<file path="src/rtl/bo_horner_datapath.sv">
// Horner-rule datapath for y = a*x^2 + b*x + c, driven by per-cycle lx/ls/lh/h strobes.
// Optional BO_SAT_EN: saturate S (and y) to all-ones on overflow instead of wrapping.
module bo_horner_datapath #(
  parameter int unsigned W  = 8,
  parameter int unsigned SW = 16
) (
  input  logic          clk,
  input  logic          rst,
  input  logic          lx,
  input  logic          ls,
  input  logic          lh,
  input  logic          h,
  input  logic [W-1:0]  x_in,
  input  logic [W-1:0]  coef_a,
  input  logic [W-1:0]  coef_b,
  input  logic [W-1:0]  coef_c,
  output logic [SW-1:0] y,
  output logic          y_valid,
  output logic          busy,
  output logic          ovf
);

  localparam int unsigned PW     = SW + W;
  localparam int unsigned SUMW   = SW + W + 1;
  localparam int unsigned KW     = 2;
  localparam int unsigned CNTW   = 2;
  localparam logic [KW-1:0]   K_LAST   = 2'd2;
  localparam logic [CNTW-1:0] CNT_DONE = 2'd2;
  localparam logic [CNTW-1:0] CNT_MAX  = 2'd3;

  logic [W-1:0]    x_q,       x_d;
  logic [SW-1:0]   s_q,       s_d;
  logic [W-1:0]    hr_q,      hr_d;
  logic [KW-1:0]   k_q,       k_d;
  logic [CNTW-1:0] ls_cnt_q,  ls_cnt_d;
  logic [SW-1:0]   y_q,       y_d;
  logic            y_valid_q, y_valid_d;
  logic            busy_q,    busy_d;
  logic            ovf_q,     ovf_d;

  logic [KW-1:0]   k_eff_c;
  logic [KW-1:0]   k_inc_c;
  logic [W-1:0]    coef_c_sel;
  logic [PW-1:0]   prod_c;
  logic [SUMW-1:0] sum_c;
  logic            sum_ovf_c;
  logic [SW-1:0]   s_step_c;

  // A new evaluation restarts coefficient indexing, so an lh alongside lx sees k=0.
  assign k_eff_c = lx ? '0 : k_q;
  assign k_inc_c = (k_eff_c >= K_LAST) ? K_LAST : KW'(k_eff_c + KW'(1));

  always_comb begin
    coef_c_sel = coef_c;
    case (k_eff_c)
      2'd0:    coef_c_sel = coef_a;
      2'd1:    coef_c_sel = coef_b;
      default: coef_c_sel = coef_c;
    endcase
  end

  // Full-precision Horner step; overflow is any bit above SW in the sum.
  assign prod_c    = PW'(s_q) * PW'(x_q);
  assign sum_c     = SUMW'(prod_c) + SUMW'(hr_q);
  assign sum_ovf_c = |sum_c[SUMW-1:SW];

`ifdef BO_SAT_EN
  assign s_step_c = sum_ovf_c ? {SW{1'b1}} : sum_c[SW-1:0];
`else
  assign s_step_c = sum_c[SW-1:0];
`endif

  always_comb begin
    x_d       = x_q;
    s_d       = s_q;
    hr_d      = hr_q;
    k_d       = k_q;
    ls_cnt_d  = ls_cnt_q;
    y_d       = y_q;
    y_valid_d = 1'b0;
    busy_d    = busy_q;
    ovf_d     = ovf_q;

    if (lx) begin
      x_d      = x_in;
      s_d      = '0;
      k_d      = '0;
      ls_cnt_d = '0;
      ovf_d    = 1'b0;
      busy_d   = 1'b1;
      if (lh) begin
        if (h) begin
          hr_d = coef_c_sel;
          k_d  = k_inc_c;
        end else begin
          hr_d = s_q[W-1:0];
        end
      end
    end else begin
      if (lh) begin
        if (h) begin
          hr_d = coef_c_sel;
          k_d  = k_inc_c;
        end else begin
          hr_d = s_q[W-1:0];
        end
      end
      if (ls) begin
        s_d = s_step_c;
        if (sum_ovf_c) begin
          ovf_d = 1'b1;
        end
        // Prefetch only when no explicit HR load competes this cycle.
        if (!h && !lh) begin
          hr_d = coef_c_sel;
          k_d  = k_inc_c;
        end
        if (ls_cnt_q != CNT_MAX) begin
          ls_cnt_d = CNTW'(ls_cnt_q + CNTW'(1));
        end
        if (ls_cnt_q == CNT_DONE) begin
          y_d       = s_step_c;
          y_valid_d = 1'b1;
          busy_d    = 1'b0;
        end
      end
    end
  end

  always_ff @(posedge clk) begin
    if (rst) begin
      x_q       <= '0;
      s_q       <= '0;
      hr_q      <= '0;
      k_q       <= '0;
      ls_cnt_q  <= '0;
      y_q       <= '0;
      y_valid_q <= 1'b0;
      busy_q    <= 1'b0;
      ovf_q     <= 1'b0;
    end else begin
      x_q       <= x_d;
      s_q       <= s_d;
      hr_q      <= hr_d;
      k_q       <= k_d;
      ls_cnt_q  <= ls_cnt_d;
      y_q       <= y_d;
      y_valid_q <= y_valid_d;
      busy_q    <= busy_d;
      ovf_q     <= ovf_d;
    end
  end

  assign y       = y_q;
  assign y_valid = y_valid_q;
  assign busy    = busy_q;
  assign ovf     = ovf_q;

endmodule

</file>
<file path="config.mk">
export PLATFORM = sky130hd
export DESIGN_NAME = bo_horner_datapath
export DESIGN_NICKNAME = d
export VERILOG_FILES = /design/src/rtl/bo_horner_datapath.sv
export SDC_FILE = /design/constraint.sdc
export NUM_CORES = 1
export LEC_CHECK = 0
export ABC_AREA = 0
export ABC_CLOCK_PERIOD_IN_PS = 9000
export CORE_UTILIZATION = 53
export CTS_BUF_LIST = sky130_fd_sc_hd__clkbuf_2 sky130_fd_sc_hd__clkbuf_4 sky130_fd_sc_hd__clkbuf_8
export DETAILED_ROUTE_END_ITERATION = 6
export GPL_TIMING_DRIVEN = 0
export MAX_ROUTING_LAYER = met4
export PLACE_DENSITY_LB_ADDON = 0.12
export REMOVE_ABC_BUFFERS = 1
export SYNTH_ARGS = -nofsm -noshare
export SYNTH_HDL_FRONTEND = slang
export SYNTH_SLANG_ARGS = --single-unit
</file>
<file path="constraint.sdc">
create_clock -name clk -period 9 [get_ports clk]
set_clock_uncertainty 0.15 [all_clocks]
set_input_delay 1.8 -clock clk [delete_from_list [all_inputs] [get_ports clk]]
set_output_delay 1.8 -clock clk [all_outputs]
set_load 0.01 [all_outputs]
</file>
==> results of run 1 <==
[stage by stage]
stage | area, um2 | utilization, %
2_1_floorplan | 6800 | -
3_3_place_gp | 7570 | 59.5
3_5_place_dp | 7580 | 59.6
4_1_cts | 7680 | 60.3
5_1_grt | 7680 | 60.3
6_report | 7680 | 60.3
[cell families after synthesis]
kind of cell             share of synthesized area (%)
adder cells (fa/ha/maj)                           36.8
flip-flops                                        15.8
multiplexers                                      5.73
AND/OR/NAND/NOR                                   18.1
AO/OA/AOI/OAI                                     12.3
buffers and inverters                             9.82
XOR/XNOR                                          1.51
[sequential cells by signal, indices dropped and copies added (netlist names)]
register / flops
s_q: 16
y: 16
hr_q: 8
x_q: 8
k_q: 2
ls_cnt_q: 2
busy: 1
ovf: 1
y_valid: 1
[cell type report]
| class | instances | area (um2) |
|---|---|---|
| inverter | 134 | 503 |
| clock inverter | 3 | 28.8 |
| fill | 1185 | 5050 |
| tap | 172 | 215 |
| clock buffer | 5 | 68.8 |
| sequential | 55 | 1100 |
| multi-input combinational | 574 | 5200 |
| timing repair buffer | 56 | 561 |
[metal layers]
metal,global-route usage (%),vias up
li1,-,2612
met1,34.3,2739
met2,50.1,141
met3,2.37,33
met4,7.76,0
met5,-,-
[cells in the mapped netlist, types with 3 or more instances]
cell | count | area share, %
inv_1 | 134 | 7.2
fa_1 | 92 | 26
nand2_1 | 78 | 4.2
and2_1 | 72 | 6.5
ha_1 | 58 | 10
nor2_1 | 56 | 3.0
dfxtp_1 | 55 | 16
clkbuf_1 | 33 | 1.8
mux2i_1 | 31 | 4.4
a21oi_1 | 27 | 1.9
a22o_1 | 14 | 1.8
o21ai_0 | 14 | 1.0
nor3_1 | 9 | 0.65
a21o_1 | 8 | 0.86
a22oi_1 | 8 | 0.86
nand3_1 | 8 | 0.57
mux2_2 | 7 | 1.1
o21a_1 | 7 | 0.75
xor2_1 | 7 | 0.88
nand2b_1 | 5 | 0.45
or2_2 | 5 | 0.45
or3_1 | 5 | 0.45
xnor2_1 | 5 | 0.63
a211oi_1 | 4 | 0.43
buf_1 | 4 | 0.21
nand4_1 | 4 | 0.36
a21oi_2 | 3 | 0.38
a31oi_1 | 3 | 0.27
nor2b_1 | 3 | 0.27
o21ai_1 | 3 | 0.21
[critical path, cell delays in order, from the launching register on]
cell and delay (ps):
dfxtp_1 840, nand2_1 180, fa_1 550, fa_1 530
fa_1 540, fa_1 550, inv_1 40, ha_1 420
a21o_1 240, a2111oi_0 370, a31oi_1 180, nor3_1 190
a211o_1 170, xor2_1 180, o221ai_1 190, o21a_1 200
[cells in the final DEF (no fill, tap or decap), drive strengths merged, types with 2 or more instances in the layout]
| cell type | Yosys | layout |
|---|---|---|
| a2111oi | 3 | 3 |
| a211oi | 6 | 6 |
| a21o | 9 | 9 |
| a21oi | 30 | 30 |
| a22o | 14 | 14 |
| a22oi | 8 | 8 |
| a31o | 2 | 2 |
| a31oi | 4 | 4 |
| and2 | 74 | 74 |
| clkbuf | 34 | 5 |
| clkdlybuf4s50 | 0 | 56 |
| dfxtp | 55 | 55 |
| fa | 92 | 92 |
| ha | 58 | 58 |
| inv | 134 | 137 |
| mux2 | 8 | 8 |
| mux2i | 31 | 31 |
| nand2 | 78 | 78 |
| nand2b | 5 | 5 |
| nand3 | 8 | 8 |
| nand4 | 4 | 4 |
| nor2 | 56 | 56 |
| nor2b | 3 | 3 |
| nor3 | 9 | 9 |
| nor4 | 2 | 2 |
| o211ai | 2 | 2 |
| o21a | 8 | 8 |
| o21ai | 19 | 19 |
| o31ai | 2 | 2 |
| or2 | 5 | 5 |
| or3 | 5 | 5 |
| xnor2 | 5 | 5 |
| xor2 | 7 | 7 |
[how the worst min path moves through the flow]
stage          from   end  slack, ps  cells after the start
3_3_place_gp   busy  busy        290                      1
5_1_grt        y[4]  y[4]        330                      2
3_5_place_dp   y[4]  y[4]        300                      2
4_1_cts        y[4]  y[4]        320                      2
6_report       y[4]  y[4]        320                      2
2_1_floorplan  y[4]  y[4]        330                      2
[power breakdown]
group	total, mW	switching [mW]	internal [mW]
Clock	0.159	0.0995	0.0592
Sequential	0.268	0.0179	0.250
Combinational	0.0842	0.0429	0.0413
==> summary.md, run 1 <==
| Metric | Value |
|---|---|
| First DRT Iteration DRCs | 248 |
| Final Wtd Congestion | 0.853 |
| Via count | 5,525 |
| CTS tree | done |
| Top Metal Used | met4 |
| Routed length per instance | 16.8 um |
| FF-to-FF Start | x_q[7] |
| Clock Sinks | 55 |
| # nets final | 1,014 |
| Overall Power | 0.511 mW |
| P per Cell Area | 66.5 nW/um2 |
| Slew Limit Headroom | 5.39% |
| Hold_buf cts | 0 |
| Leakage power | 3.62 nW |
| Synth Warn # | 0 |
| Ant diodes | 0 |
| Final hold slack | 316 ps |
| Setup TNS | 0 ps |
| Gr usage total | 28.1% |
| Grt total ovfl | 0 |
| Initial antenna violation count | 0 |
| Syn Area/Cell | 8.68 um2 |
| IO Port Bufs | 56 |
| Sequential area share after synthesis | 15.8% |
| Ports | 57 |
| First-pass GRT wire length | 28,600 um |
| Post-Synthesis Cells | 804 |
| Num rows | 41 |
| Final setup vio count | 0 |
| Final Max Tran Viols | 0 |
| RSZ-0062 raised after global routing | no |
| Clk buf depth | 2 |
| Hold Path Class | flip-flop to flip-flop |
| Non-Filler Instances | 999 |
| Area grow syn2layout | 9.95% |
| CP max FO | 17 |
| HPWL after detailed placement | 13,000 um |
| Top FF cell, synth | dfxtp_1 |
| CP endpoint kind | flip-flop |
| Die width | 117 um |
| Starting density of the core | 54.9% |
| Worst reg-to-reg setup slack | 3390 ps |
| Worst setup path endpoint | ovf |
| Crit path DAT | 5700 ps |
| Met3 wire len | 792 um |
| Crit path from | x_q[7] |
| Setup crit start kind | flip-flop |
| FFs w/ async S/R, synth | 0% |
| Setup WS post-layout | 3390 ps |
| Worst slack, placed | 3490 ps |
| DIE HEIGHT | 117 um |
| Fin. Hold Viols | 0 |
| CORE AREA | 12,700 um2 |
| Tcrit/Tclk final | 62.3% |
| Reg2reg end | ovf |
| Pre-antenna DRT Iters | 4 |
| Outcome | complete, no violations |
| Number of distinct library cells after synthesis | 65 |
| Root Driver | clkbuf_8 |
| Number of setup buffers added after CTS | 0 |
| Fmax | 178 MHz |
| Antenna-violating nets left | 0 |
| H-tree depth | 2 |
| Synthesized area | 6980 um2 |
| Share of layout cells above drive strength 1 | 4.72% |
| # DRC | 0 |
| Cell total after placement | 991 |
| CTS buffer count | 5 |
| PostCTS Resize Cnt | 0 |
| Register-to-Register Path Depth | 15 |
| Number of synthesized flops with an enable pin | 0 |
| Drt total wl | 16,800 um |
| FF+latch count, synth | 55 |
| Met2 WL | 8580 um |
| Routed vias/inst | 5.53 |
| Worst Setup Path Type | flip-flop to flip-flop |
| Worst-Skew Late Latency | 330 ps |
| M1 WL | 7080 um |
| Largest net degree at the start of global routing | 26 |
| Vias in the first global route | 5,827 |
| Maximum VDD drop | 0.0633 mV |
| Final min period | 5610 ps |
| Required time of the worst setup path | 9090 ps |
| Clock-pin slew on the worst setup and hold paths | 120 ps |
| Slew at the pin closest to its max-slew limit | 1410 ps |
| Total of max-cap violations | 0 |
| Die area | 13,600 um2 |
Note: power is estimated with default switching activity, not from simulation.
==> inputs of run 2 (changes only) <==
ABC_CLOCK_PERIOD_IN_PS = 5010   (was 9000)
clock period = 5.01 ns   (was 9 ns; I/O delays follow)
==> run 2 against run 1 <==
  * Register-to-register slack got worse by 3300 ps
  * Critical endpoint unchanged
  * First-iteration DRC count rose by 15%
  * Maximum frequency increased by 14%
  * Sequential share of layout area shrank 0.31 points
  * Non-clock buffer count grew 36
==> summary.md, run 2 (synthesized netlist as in run 1, its figures left out) <==
| Metric | Value |
|---|---|
| Outcome | complete, no violations |
| Die area | 13,600 um2 |
| Power share of the combinational group | 21.0% |
| Starting density of the core | 54.9% |
| CP max FO | 9 |
| Overall Power | 0.955 mW |
| Grt total ovfl | 0 |
| Finished Cell Area | 8320 um2 |
| CORE AREA | 12,700 um2 |
| Hold Path Class | flip-flop to flip-flop |
| DP Area | 7580 um2 |
| Final hold slack | 316 ps |
| Ports | 57 |
| Non-Filler Instances | 1,035 |
| Fin. Hold Viols | 0 |
| Slew at the pin closest to its max-slew limit | 1430 ps |
| Fmax | 203 MHz |
| Leakage power | 3.82 nW |
| Routed vias/inst | 5.55 |
| Multi-input logic area | 5450 um2 |
| H-tree depth | 2 |
| IO Port Bufs | 56 |
| Most common cell after layout, fill and taps aside | inv_1 |
| Drt total wl | 18,700 um |
| # fillers | 1,079 |
| DIE HEIGHT | 117 um |
| First-pass GRT wire length | 29,200 um |
| Crit path DAT | 5020 ps |
| HPWL after detailed placement | 13,000 um |
| Worst slack, placed | -498 ps |
| Maximum VDD drop | 0.114 mV |
| Slew Limit Headroom | 4.18% |
| Share of layout cells above drive strength 1 | 14.4% |
| Clk buf depth | 2 |
| Die width | 117 um |
| Most frequent cells in the layout | inv_1, fa_1, nand2_1 |
| FF+latch area | 1170 um2 |
| Initial antenna violation count | 0 |
| First DRT Iteration DRCs | 285 |
| Crit-path cells | buf_6 > buf_4 > and2_1 > fa_1 > fa_1 > inv_1 > fa_1 > inv_1 > ha_1 > ha_4 > or2_2 > a31oi_1 > a31oi_2 > nor3_2 > a211o_1 > xor2_2 > o221ai_2 > o21a_1 |
| P per Cell Area | 115 nW/um2 |
| Crit-path slowest cell | fa_1 |
| CTS tree | done |
| Post-layout utilization of the core | 65.4% |
| Vias in the first global route | 5,900 |
| Setup WS post-layout | 81.5 ps |
| Worst-Skew Late Latency | 330 ps |
| Antenna-violating nets left | 0 |
| CP endpoint kind | flip-flop |
| # nets final | 1,050 |
| Final Wtd Congestion | 0.853 |
| Switching portion of total power | 32.1% |
| Setup TNS | 0 ps |
| Required time of the worst setup path | 5100 ps |
| Worst reg-to-reg setup slack | 80 ps |
| Net switching power | 0.306 mW |
| Clock Sinks | 55 |
| Via count | 5,747 |
| Sequential Power Share | 48.8% |
| Final setup vio count | 0 |
| CP most frequent cell | fa_1 |
| Routed length per instance | 18.1 um |
| Num rows | 41 |
| CTS buffer count | 5 |
| Root Driver | clkbuf_8 |
| CP peak stage delay | 560 ps |
| Setup crit start kind | flip-flop |
| Area grow syn2layout | 19.1% |
| Largest net degree at the start of global routing | 26 |
| Total of max-cap violations | 0 |
| Worst Setup Path Type | flip-flop to flip-flop |
| Tcrit/Tclk final | 98.4% |
| Clk pwr share | 30.2% |
| Hold_buf cts | 0 |
| # DRC | 0 |
| Pre-antenna DRT Iters | 4 |
| Cell total after placement | 991 |
| Ant diodes | 0 |
| Cell-internal power | 0.648 mW |
| Gr usage total | 28.9% |
| Final min period | 4930 ps |
| Clock-pin slew on the worst setup and hold paths | 120 ps |
| Final Max Tran Viols | 0 |
-- run 2: worst max-delay path: cells and delay by family (launching register included) --
family	cells	cell delay, ps
buf+inv	4	420
simple gates	3	700
xor+xnor	1	170
compound gates	5	800
fa+ha+maj	5	2210
flops	1	410
-- run 2: final timing paths --
| check | start | cells past startpoint | endpoint |
|---|---|---|---|
| worst max-delay path | x_q[6] | 18 | ovf |
| worst min-delay path | y[4] | 2 | y[4] |
| worst max register to register | x_q[6] | 18 | ovf |
| worst min register to register | y[4] | 2 | y[4] |
-- run 2: final cells by class --
type / count / area share, %
clock inverters: 3 / 0.346
multi-input cells: 574 / 65.5
repair buffers: 92 / 10.7
well taps: 172 / 2.59
clock buffers: 5 / 0.827
inverters: 134 / 6.05
flip-flops and latches: 55 / 14.0
-- run 2: timing repair --
| action | 4_1_cts | 5_1_grt |
|---|---|---|
| pin swaps | 2 | 21 |
| setup buffers | 10 | 26 |
| endpoints found under the setup margin | 6 | 3 |
| resized for setup | 38 | 51 |
| cloned | 0 | 0 |
-- run 2: power by group through the flow --
stage	registers [mW]	clock network [mW]	logic, mW
finish	0.466	0.288	0.200
global route	0.467	0.309	0.219
CTS	0.475	0.291	0.163
detailed placement	0.490	0	0.151
global placement	0.489	0	0.147
floorplan	0.474	0	0.0834
-- run 2: metal layers --
metal	wire (um)	track usage, %	vias up
li1	-	-	2688
met1	7640	34.6	2867
met2	9420	51.4	156
met3	1160	3.24	36
met4	499	8.61	0
met5	0	-	-
